==> src/rtl/pattern_gen.sv <==
// Video timing and test-pattern generator: sync/DE timing, eight pattern modes and a latency-tester box.
// All outputs are registered, so each output reflects the counter state of the previous clock.
module pattern_gen #(
  parameter int   H_SYNCLEN   = 62,
  parameter int   H_BACKPORCH = 60,
  parameter int   H_ACTIVE    = 720,
  parameter int   H_TOTAL     = 858,
  parameter int   V_SYNCLEN   = 6,
  parameter int   V_BACKPORCH = 30,
  parameter int   V_ACTIVE    = 480,
  parameter int   V_TOTAL     = 525,
  parameter logic HSYNC_POL   = 1'b0,
  parameter logic VSYNC_POL   = 1'b0,
  parameter int   CW          = 11,
  parameter int   LT_WDIV     = 8,
  parameter int   LT_HDIV     = 8,
  parameter int   BAR_W       = 16
) (
  input  logic          clk27,
  input  logic          reset_n,
  input  logic          enable,
  input  logic [2:0]    mode,
  input  logic [23:0]   fg_color,
  input  logic          lt_active,
  input  logic [1:0]    lt_mode,
  output logic [7:0]    R_out,
  output logic [7:0]    G_out,
  output logic [7:0]    B_out,
  output logic          HSYNC_out,
  output logic          VSYNC_out,
  output logic          DE_out,
  output logic [CW-1:0] xpos,
  output logic [CW-1:0] ypos,
  output logic          frame_start,
  output logic [7:0]    frame_cnt
);

  localparam int AW = CW + 8;
  typedef logic [AW-1:0] aw_t;

  localparam aw_t H_SYNC  = aw_t'(H_SYNCLEN);
  localparam aw_t H_ST    = aw_t'(H_SYNCLEN + H_BACKPORCH);
  localparam aw_t H_END   = aw_t'(H_SYNCLEN + H_BACKPORCH + H_ACTIVE);
  localparam aw_t H_LAST  = aw_t'(H_TOTAL - 1);
  localparam aw_t V_SYNC  = aw_t'(V_SYNCLEN);
  localparam aw_t V_ST    = aw_t'(V_SYNCLEN + V_BACKPORCH);
  localparam aw_t V_END   = aw_t'(V_SYNCLEN + V_BACKPORCH + V_ACTIVE);
  localparam aw_t V_LAST  = aw_t'(V_TOTAL - 1);
  localparam aw_t HA      = aw_t'(H_ACTIVE);
  localparam aw_t HA_LAST = aw_t'(H_ACTIVE - 1);
  localparam aw_t VA      = aw_t'(V_ACTIVE);
  localparam aw_t LT_W    = aw_t'(H_ACTIVE / LT_WDIV);
  localparam aw_t LT_H    = aw_t'(V_ACTIVE / LT_HDIV);
  localparam aw_t BAR     = aw_t'(BAR_W);
  localparam aw_t SAT     = aw_t'(255);

  logic [CW-1:0] h_cnt, v_cnt, bar_x;
  logic [2:0]    cur_mode;

  aw_t  h_ext, v_ext, bx_ext, x_a, y_a, x8, gray_w, box_x, box_y;
  logic h_last, v_last, fb, act, in_box;
  logic [2:0]  bar_idx;
  logic [7:0]  gray;
  logic [23:0] bar_rgb, rgb;

  assign h_ext  = aw_t'(h_cnt);
  assign v_ext  = aw_t'(v_cnt);
  assign bx_ext = aw_t'(bar_x);
  assign h_last = (h_ext == H_LAST);
  assign v_last = (v_ext == V_LAST);
  assign fb     = enable && h_last && v_last;
  assign act    = enable && (h_ext >= H_ST) && (h_ext < H_END) &&
                  (v_ext >= V_ST) && (v_ext < V_END);

  always_ff @(posedge clk27 or negedge reset_n) begin
    if (!reset_n) begin
      h_cnt <= '0;
      v_cnt <= '0;
    end else if (!enable) begin
      h_cnt <= '0;
      v_cnt <= '0;
    end else if (h_last) begin
      h_cnt <= '0;
      v_cnt <= v_last ? '0 : v_cnt + CW'(1);
    end else begin
      h_cnt <= h_cnt + CW'(1);
    end
  end

  // Mode and bar position only move at the frame boundary so a frame is never torn.
  always_ff @(posedge clk27 or negedge reset_n) begin
    if (!reset_n) begin
      cur_mode    <= '0;
      bar_x       <= '0;
      frame_cnt   <= '0;
      frame_start <= 1'b0;
    end else begin
      frame_start <= fb;
      if (fb) begin
        cur_mode  <= mode;
        frame_cnt <= frame_cnt + 8'd1;
        bar_x     <= (bx_ext == HA_LAST) ? '0 : bar_x + CW'(1);
      end
    end
  end

  always_comb begin
    x_a = '0;
    y_a = '0;
    if (act) begin
      x_a = h_ext - H_ST;
      y_a = v_ext - V_ST;
    end
  end

  // Bar index = floor(x*8/H_ACTIVE), found by threshold compares instead of a divider.
  always_comb begin
    x8      = x_a << 3;
    bar_idx = 3'd0;
    for (int i = 1; i < 8; i++) begin
      if (x8 >= aw_t'(i * H_ACTIVE)) bar_idx = 3'(i);
    end
    case (bar_idx)
      3'd0:    bar_rgb = 24'hFFFFFF;
      3'd1:    bar_rgb = 24'hFFFF00;
      3'd2:    bar_rgb = 24'h00FFFF;
      3'd3:    bar_rgb = 24'h00FF00;
      3'd4:    bar_rgb = 24'hFF00FF;
      3'd5:    bar_rgb = 24'hFF0000;
      3'd6:    bar_rgb = 24'h0000FF;
      default: bar_rgb = 24'h000000;
    endcase
  end

  always_comb begin
    gray_w = (x_a << 8) / HA;
    gray   = (gray_w > SAT) ? 8'hFF : gray_w[7:0];
  end

  always_comb begin
    box_x = '0;
    box_y = '0;
    case (lt_mode)
      2'd2: begin
        box_x = (HA - LT_W) >> 1;
        box_y = (VA - LT_H) >> 1;
      end
      2'd3: begin
        box_x = HA - LT_W;
        box_y = VA - LT_H;
      end
      default: begin
        box_x = '0;
        box_y = '0;
      end
    endcase
    in_box = (lt_mode != 2'd0) && (x_a >= box_x) && (x_a < box_x + LT_W) &&
             (y_a >= box_y) && (y_a < box_y + LT_H);
  end

  // The latency-tester override is deliberately not frame-latched.
  always_comb begin
    rgb = 24'h000000;
    if (lt_active) begin
      rgb = in_box ? 24'hFFFFFF : 24'h000000;
    end else begin
      case (cur_mode)
        3'd1: rgb = fg_color;
        3'd2: rgb = bar_rgb;
        3'd3: rgb = (x_a[4] ^ y_a[4]) ? 24'hFFFFFF : 24'h000000;
        3'd4: rgb = ((x_a[3:0] == 4'd0) || (y_a[3:0] == 4'd0)) ? fg_color : 24'h000000;
        3'd5: rgb = ((x_a >= bx_ext) && (x_a < bx_ext + BAR)) ? 24'hFFFFFF : 24'h000000;
        3'd6: rgb = {gray, gray, gray};
        default: rgb = 24'h000000;
      endcase
    end
    if (!act) rgb = 24'h000000;
  end

  always_ff @(posedge clk27 or negedge reset_n) begin
    if (!reset_n) begin
      HSYNC_out <= HSYNC_POL;
      VSYNC_out <= VSYNC_POL;
      DE_out    <= 1'b0;
      xpos      <= '0;
      ypos      <= '0;
      R_out     <= '0;
      G_out     <= '0;
      B_out     <= '0;
    end else begin
      HSYNC_out <= (enable && (h_ext < H_SYNC)) ? HSYNC_POL : ~HSYNC_POL;
      VSYNC_out <= (enable && (v_ext < V_SYNC)) ? VSYNC_POL : ~VSYNC_POL;
      DE_out    <= act;
      xpos      <= x_a[CW-1:0];
      ypos      <= y_a[CW-1:0];
      {R_out, G_out, B_out} <= rgb;
    end
  end

endmodule

==> config.mk <==
export PLATFORM = sky130hd
export DESIGN_NAME = pattern_gen
export DESIGN_NICKNAME = d
export VERILOG_FILES = /design/src/rtl/pattern_gen.sv
export SDC_FILE = /design/constraint.sdc
export NUM_CORES = 1
export LEC_CHECK = 0
export BUFFER_PORTS_ARGS = -buffer_cell sky130_fd_sc_hd__buf_4
export CORE_MARGIN = 8
export CORE_UTILIZATION = 55
export DETAILED_ROUTE_END_ITERATION = 16
export PLACE_DENSITY = 0.75
export SETUP_SLACK_MARGIN = 0.1
export SLEW_MARGIN = 20
export SYNTH_ARGS = -nofsm -noshare
export SYNTH_HDL_FRONTEND = slang
export SYNTH_SLANG_ARGS = --single-unit
==> constraint.sdc <==
create_clock -name clk27 -period 24.2 [get_ports clk27]
set_clock_uncertainty 0.1 [all_clocks]
set_input_delay 1.21 -clock clk27 [delete_from_list [all_inputs] [get_ports clk27]]
set_output_delay 1.21 -clock clk27 [all_outputs]
set_load 0.02 [all_outputs]
==> run summary, run 1 <==
In this run the register-to-register setup slack is 13.29 ns. Setup violations remaining at the end of the flow were counted as 0. The floorplan step defined a die boundary enclosing 0.02035 mm^2. The tools report the startpoint type of the worst setup path as a flip-flop.

The cell chosen for the clock root is sky130_fd_sc_hd__clkbuf_16. The run gives 4.423 nW as the static leakage. Summing all multi-input logic gate instances after layout gives 0.006083 mm^2. The tools report the initial antenna violation count as 0. The count of nets after finishing is 1244. The start point of the critical path is h_cnt[1]$_DFF_PN0_. The clock-pin slew on the worst setup and hold paths is 0.07 ns, and the post-route setup TNS is 0 ns. 91 I/O pins were placed. The height of the die is 142.7 um, and the H-tree depth is 3.

The endpoint identified for the worst register-to-register timing path is B_out[0]$_DFF_PN0_. For the placeable core region, the log shows 0.01577 mm^2. Setup repair after global routing left no endpoint under its margin. For the area of all placed cells without fillers, the log shows 0.009868 mm^2.

The area growth from synthesis to layout is 11.86%. On the critical path, the stage with the largest delay is an instance of sky130_fd_sc_hd__o41ai_1. The count of instances resized after the clock tree is built came out at 0.

The tools report the endpoint of the worst setup timing path as B_out[0]$_DFF_PN0_. The number of cells on the worst reg-to-reg path is 39. For the aggregate routed wire length, the log shows 24700 um. The cell row count was 46. Combined flip-flop and latch cell area: 0.002352 mm^2. Entering global routing, the biggest net connects 76 pins. The routed layout has 8578 vias. Dividing the detail-routed via count by the number of cells gives 6.293. The power per standard cell area was 33.58 mW/mm^2. Share of the clock period used by the worst path after layout: 0.4509.

Synthesis inferred 94 register bits. The cell area reported after detailed placement is 0.009569 mm^2, and the quantity of hold-fixing buffers added after cts is 0. The synthesized netlist contains 112 unique library cells.

The leading register cell type out of synthesis is sky130_fd_sc_hd__dfrtp_1. The max-cap check violation count was 0. The max-slew headroom at the worst pin is 0.3440, and the remaining global-route overflow is 0. The first TritonRoute pass finished after 6 iterations. Counting every instance in the synthesized netlist gives 1083. For the pin with the worst max-slew slack, the measured transition is 0.9840 ns. In this run the critical register-to-register path is launched from h_cnt[1]$_DFF_PN0_.

The number of global-route vias before repair is 8139, and the data arrival at the endpoint of the critical path is 11.01 ns. Count of synthesis-stage warnings from yosys: 0. The worst setup path is captured at a flip-flop.

Derived from the worst setup path, the maximum achievable clock frequency is 91.65 MHz. The peak fanout along the critical path was 12; the peak per-stage delay on the critical path was 0.72 ns. The run gives 0 as the number of max-slew violations in the final report. The post-CTS setup-driven buffer insertion count is 0.

The wire-length estimate of the detail-placed layout is 18800 um. After detailed routing, the average wire length per cell comes to 18.12 um. The overall power of the completed layout was 0.0003314 W; the first-pass GRT wire length was 41100 um.

The final-layout fill cell count is 1435, and the post-synth net total is 1185. The required time at the endpoint of the critical path is 24.30 ns. The critical path class is flip-flop to flip-flop. The run finished with clean final reports. The post-synthesis async set-or-reset flop share was 1.000; the number of antenna cells inserted was 0. Clock latency on the worst-skew pair, taken at its later pin, is 0.36 ns. The tools report the overall routing resource usage as 0.2450.

The synthesized area per cell is 8.146 um^2. The die is 142.7 um wide. In this run the tool buffered the top-level ports with 90 buffer cells. Initial cell density of the core: 0.5594. The clock net sink count came out at 94. The ratio of cells with drive above 1 in the final layout was 0.1534. After the first detailed-routing iteration, the DRC count stood at 777. The run gives 0.00003156 V as the highest ir drop seen on vdd. Total CTS buffers: 9. The run gives 0.2666 as the post-synthesis sequential area ratio. The worst hold-check slack came out at 0.3754 ns. TritonCTS built the clock tree. In this run the cell area of the synthesized design comes to 0.008822 mm^2. Worst min-delay path category: flip-flop to flip-flop. The maximum clock insertion buffer count came out at 2. Count of flip-flops with a built-in enable after synthesis: 0. The finished layout holds 1363 standard cells, fillers aside. After detailed routing, the number of remaining DRC violations is 0. The number of endpoints with negative hold slack in the final report is 0, and the placed instance count is 1347.

The count of antenna-violating nets left after detailed routing was 0; the global placer's final weighted congestion was 0.9618. Subtracting the final worst setup slack from the clock period gives 10.91 ns. The most frequent cell on the critical path is sky130_fd_sc_hd__ha_1.
[layout by cell type (no fill, tap or decap), drive strengths merged, types with 6 or more instances in the layout]
cell type  netlist  final
o211ai           7      7
o22ai            8      8
clkbuf          20     10
a21oi           64     64
ha              69     69
and3            17     17
o21a             6      6
a211oi          11     11
o2111ai          6      6
inv             37     39
or3             17     17
nand2          125    125
mux2             7      7
a31oi           38     38
o31ai           14     14
nand4           19     19
buf             27     95
or2             11     11
a21o             8      8
nand2b          19     19
o21ai           85     85
o21bai           6      6
nor2b           14     14
dfrtp           94     94
xnor2           46     46
nand3           41     41
and2            13     13
nor2           105    105
nor4             8      8
xor2            17     17
nor3            26     26
a21boi           7      7
[synthesized netlist by cell type (7+ instances only)]
master,n,area share
sky130_fd_sc_hd__nand2_1,122,0.052
sky130_fd_sc_hd__and2_1,13,0.0092
sky130_fd_sc_hd__nand4_1,18,0.013
sky130_fd_sc_hd__and3_1,17,0.012
sky130_fd_sc_hd__buf_4,11,0.0094
sky130_fd_sc_hd__a21oi_1,59,0.033
sky130_fd_sc_hd__o21ai_1,11,0.0062
sky130_fd_sc_hd__inv_1,35,0.015
sky130_fd_sc_hd__o21ai_0,71,0.040
sky130_fd_sc_hd__nand3_1,39,0.022
sky130_fd_sc_hd__a21o_1,8,0.0068
sky130_fd_sc_hd__xnor2_1,44,0.044
sky130_fd_sc_hd__xor2_1,17,0.017
sky130_fd_sc_hd__o211ai_1,7,0.0060
sky130_fd_sc_hd__o22ai_1,8,0.0057
sky130_fd_sc_hd__clkbuf_1,18,0.0077
sky130_fd_sc_hd__buf_2,13,0.0074
sky130_fd_sc_hd__nor2_1,104,0.044
sky130_fd_sc_hd__dfrtp_1,94,0.27
sky130_fd_sc_hd__nand2b_1,19,0.013
sky130_fd_sc_hd__or3_1,13,0.0092
sky130_fd_sc_hd__o31ai_1,11,0.0094
sky130_fd_sc_hd__a211oi_1,10,0.0085
sky130_fd_sc_hd__ha_1,69,0.098
sky130_fd_sc_hd__a31oi_1,37,0.026
sky130_fd_sc_hd__nor2b_1,14,0.0099
sky130_fd_sc_hd__nor3_1,22,0.012
[metrics by stage]
step | setup WS (ns) | utilization
2_1_floorplan | 15.13 | -
3_3_place_gp | 13.91 | 0.6068
3_5_place_dp | 13.59 | 0.6068
4_1_cts | 13.54 | 0.6258
5_1_grt | 12.43 | 0.6258
6_report | 13.29 | 0.6258
[worst min path at each step]
| stage | slack (ns) | endpoint | startpoint | cells past startpoint |
|---|---|---|---|---|
| 2_1_floorplan | 0.39 | v_cnt[0]$_DFFE_PN0P_ | v_cnt[0]$_DFFE_PN0P_ | 1 |
| 3_5_place_dp | 0.36 | frame_cnt[7]$_DFFE_PN0P_ | frame_cnt[7]$_DFFE_PN0P_ | 1 |
| 4_1_cts | 0.38 | frame_cnt[7]$_DFFE_PN0P_ | frame_cnt[7]$_DFFE_PN0P_ | 1 |
| 5_1_grt | 0.43 | frame_cnt[7]$_DFFE_PN0P_ | frame_cnt[7]$_DFFE_PN0P_ | 1 |
| 3_3_place_gp | 0.37 | frame_cnt[7]$_DFFE_PN0P_ | frame_cnt[7]$_DFFE_PN0P_ | 1 |
| 6_report | 0.38 | frame_cnt[7]$_DFFE_PN0P_ | frame_cnt[7]$_DFFE_PN0P_ | 1 |
[logic make-up (layout without fill, tap and decap cells)]
group | count (synthesis) | count (layout) | share of synthesized area
simple gates | 437 | 437 | 0.2526
fa+ha+maj | 69 | 69 | 0.09786
xor+xnor | 63 | 63 | 0.06425
flops | 94 | 94 | 0.2666
mux | 12 | 12 | 0.01645
buf+inv | 87 | 151 | 0.04382
compound gates | 321 | 321 | 0.2584
[per-layer routing]
metal,share of wire,global-route usage,wire length (um)
met1,0.43,0.3242,10690
met4,0.017,0.05872,421
met5,0,0,0
met3,0.092,0.05442,2272
met2,0.46,0.3985,11310
[critical path, delay by kind of cell (launching register included)]
| family | cells | cell delay (ns) |
|---|---|---|
| buffers and inverters | 2 | 0.48 |
| xor gates and xnor gates | 1 | 0.18 |
| adders and majority gates | 5 | 1.93 |
| AOI/OAI and AO/OA | 17 | 4.29 |
| and+or+nand+nor | 14 | 3.13 |
| DFF | 1 | 0.61 |
[cell type report]
class                           instances  area share
Tap cell                              216     0.02739
Clock buffer                           10     0.02320
Inverter                               40     0.01521
Clock inverter                          6    0.007100
Sequential cell                        94      0.2384
Multi-Input combinational cell        902      0.6165
Timing Repair Buffer                   95     0.07227
[where the power goes]
group | internal, W | total, W | switching (W) | leakage [nW]
Clock | 0.0000810 | 0.000145 | 0.0000644 | 0.141
Sequential | 0.000158 | 0.000159 | 0.00000155 | 1.28
Combinational | 0.00000975 | 0.0000268 | 0.0000170 | 3.00
[flip-flops by register name, summed over array words and instances (netlist names), 3 cells and up]
register and flops:
h_cnt 11, R_out 8, xpos 11, B_out 8, G_out 8, v_cnt 11
bar_x 11, ypos 11, frame_cnt 8, cur_mode 3
(Power assumes the default switching activity.)
==> run 2, diff against run 1 <==
clock period = 10.2 ns   (was 24.2 ns; I/O delays follow)
==> run summary, run 2 (synthesis gave the netlist of run 1 again) <==
The tools report the overall power of the completed layout as 0.0007684 W (+130%). The slowest cell on the critical path was sky130_fd_sc_hd__dfrtp_1. The area growth from synthesis to layout is 14.27%.

The maximum clock insertion buffer count is 2 (unchanged). For the number of design-rule violations left by the first detailed-router iteration, the log shows 664 (-15%). The number of search-and-repair iterations in the first detailed-routing pass is 6 (unchanged), and the required time at the endpoint of the critical path is 10.30 ns (-14.00 ns). For the overall routing resource usage, the log shows 0.2404 (-0.004651). The worst hold-check slack was 0.2534 ns (-0.1220 ns).

The area of the die is 0.02035 mm^2 (unchanged), and the relative contribution of sequential cells to total power is 0.488 (+0.008). The aggregate routed wire length was 25020 um (+1.3%); the final number of setup-violating endpoints was 0 (unchanged). The cell area reported after detailed placement was 0.009719 mm^2 (+1.6%). The height of the die was 142.7 um (unchanged); the number of remaining DRC errors was 0 (unchanged). The run gives 3 (unchanged) as the H-tree depth. The logs give 46 (unchanged) for the cell row count and 19390 um (+3.1%) for the HPWL after detailed placement. The transition time at the pin with the least slew margin works out to 1.105 ns (+0.1209 ns). The floorplan die width is 142.7 um (unchanged), and the area of the multi-input gates is 0.006131 mm^2 (+0.78%). The count of nets after finishing was 1268 (+1.9%).

The number of endpoints with negative hold slack in the final report was 0 (unchanged); the initial cell density of the core was 0.5594 (unchanged). The tools report the combined flip-flop and latch cell area as 0.002354 mm^2 (about the same). The proportion of total power due to net switching works out to 0.2611 (+0.01057). The worst setup path is launched from a flip-flop. The run gives 0.9662 (+0.46%) as the global placer's final weighted congestion. The clock net sink count was 94 (unchanged). The static leakage is 4.570 nW (+3.3%), and the final routed wire length divided by cell count is 18.05 um (-0.35%).

The max-cap check violation count came out at 0 (unchanged). The share of the clock period used by the worst path after layout is 0.9205 (+0.4696), and the total net switching power is 0.0002006 W (+140%). For the highest ir drop seen on vdd, the log shows 0.00007556 V (+140%). Combinational fraction of design power: 0.088 (+0.007).

The peak fanout along the critical path is 16 (+4). The flow ran to the end, and the final reports show no timing, DRC or antenna violations. The placeable core region is 0.01577 mm^2 (unchanged). In this run the worst hold path is classified as input port to flip-flop.

The tools report the remaining global-route overflow as 0 (unchanged). The max-slew headroom at the worst pin came out at 0.2634 (-0.08063). Initial antenna violation count: 0 (unchanged).

The part of the total power dissipated in the clock network is 0.424 (-0.015), and the shortest period the worst path allows is 9.389 ns (-1.522 ns). The count of vias placed by the detailed router came out at 8581 (+0.035%). Setup repair after global routing left no endpoint under its margin.

The worst-skew pair later-pin latency is 0.36 ns (about the same). The run gives 0 (unchanged) as the number of max-slew violations in the final report. The worst setup path is of the flip-flop to flip-flop kind. The power per standard cell area is 76.22 mW/mm^2 (+130%).

Most frequent cell on the critical path: sky130_fd_sc_hd__ha_1. The quantity of I/O buffers inserted on ports came out at 90 (unchanged). The first-pass GRT wire length is 39900 um (-2.9%). The run gives 9.49 ns (-1.52 ns) as the data arrival at the endpoint of the critical path. The library cell used most frequently in the layout, excluding fill and tap cells, is sky130_fd_sc_hd__nand2_1. The worst setup path is captured at a flip-flop.

The total CTS buffers was 9 (unchanged). The logs give 0 (unchanged) for the count of antenna-violating nets left after detailed routing and 0 (unchanged) for the number of antenna cells inserted. The tools report the final-layout fill cell count as 1413 (-1.5%).

Design internal power: 0.0005678 W (+130%). The number of global-route vias before repair is 7923 (-2.7%), and the ratio of cells with drive above 1 in the final layout is 0.1778 (+0.02433). TritonCTS built the clock tree. In the layout the commonest cells are sky130_fd_sc_hd__nand2_1, sky130_fd_sc_hd__buf_4, sky130_fd_sc_hd__nor2_1, sky130_fd_sc_hd__dfrtp_1, sky130_fd_sc_hd__o21ai_0.

The clock-pin slew on the worst setup and hold paths was 0.07 ns (about the same). The root buffer cell chosen for the clock tree is sky130_fd_sc_hd__clkbuf_16. The top-level port count was 91 (unchanged). The ratio of routed vias to standard cells is 6.191 (-1.6%), and the top achievable clock speed is 106.5 MHz (+16%).

Maximum number of pins on one net before global-route repair: 74 (-2.6%). The area of all placed cells without fillers is 0.01008 mm^2 (+2.2%). The run gives 0 ns (unchanged) as the post-route setup TNS. Peak per-stage delay on the critical path: 0.67 ns (-0.05 ns).
==> run 2: cell count changes in the layout (fill, tap and decap cells not counted), sizes merged <==
cell	previous run	this run
buf	95	118
inv	39	41
bufinv	1	0
clkbuf	10	9
clkinv	4	3
dlygate4sd3	0	1
==> run 2: per-layer routing <==
metal / share of wire / global-route usage / vias up
met5: 0 / 0 / -
met2: 0.47 / 0.4043 / 299
li1: - / - / 4143
met4: 0.022 / 0.07774 / 0
met1: 0.44 / 0.3072 / 4085
met3: 0.067 / 0.04107 / 54
==> run 2: final timing paths <==
| kind | start | to | slack (ns) | cells past startpoint |
|---|---|---|---|---|
| setup / recovery | h_cnt[5]$_DFF_PN0_ | R_out[0]$_DFF_PN0_ | 0.81 | 40 |
| hold / removal | mode[0] | cur_mode[0]$_DFFE_PN0P_ | 0.25 | 3 |
| setup reg to reg | h_cnt[5]$_DFF_PN0_ | R_out[0]$_DFF_PN0_ | 0.81 | 40 |
| hold reg to reg | frame_cnt[7]$_DFFE_PN0P_ | frame_cnt[7]$_DFFE_PN0P_ | 0.38 | 1 |
| max in group asynchronous | reset_n | B_out[7]$_DFF_PN0_ | 8.35 | 3 |
| min in group asynchronous | reset_n | v_cnt[7]$_DFFE_PN0P_ | 0.47 | 2 |
==> run 2: layout make-up <==
type | instances | share of cell area
clock buffer | 9 | 0.02234
clock inverter | 6 | 0.005461
inverter | 40 | 0.01489
multi-input combinational | 902 | 0.6082
sequential | 94 | 0.2335
tap | 216 | 0.02681
timing repair buffer | 119 | 0.08887
==> run 2: timing repair <==
item                                    in CTS  in global routing
endpoints found under the setup margin       0                  9
gates resized for setup                      0                 11
hold buffers                                 1                  0
endpoints found under the hold margin       21                  0
buffers inserted                             0                  3
==> run 2: metrics by stage <==
step,util,setup slack [ns],std cells
3_5_place_dp,0.6163,0.4846,1367
2_1_floorplan,-,1.130,1083
5_1_grt,0.6392,0.1617,1386
3_3_place_gp,0.6163,0.6400,1367
4_1_cts,0.6347,0.4404,1383
6_report,0.6392,0.8112,1386
==> run 2: worst max-delay path: cells and delay by family (launching register included) <==
kind | cells | cell delay [ns]
buffers and inverters | 2 | 0.23
DFF | 1 | 0.67
and+or+nand+nor | 13 | 3.28
xor gates and xnor gates | 1 | 0.17
adders and majority gates | 4 | 1.14
muxes | 1 | 0.29
AOI/OAI and AO/OA | 19 | 3.33
==> run 2: power by group through the flow <==
stage                     clock, W  combinational (W)  sequential, W
after floorplan                  0          0.0000362       0.000383
after global placement           0          0.0000664       0.000382
after detailed placement         0          0.0000672       0.000382
after CTS                 0.000331          0.0000675       0.000375
after global routing      0.000344          0.0000750       0.000375
final                     0.000325          0.0000679       0.000375
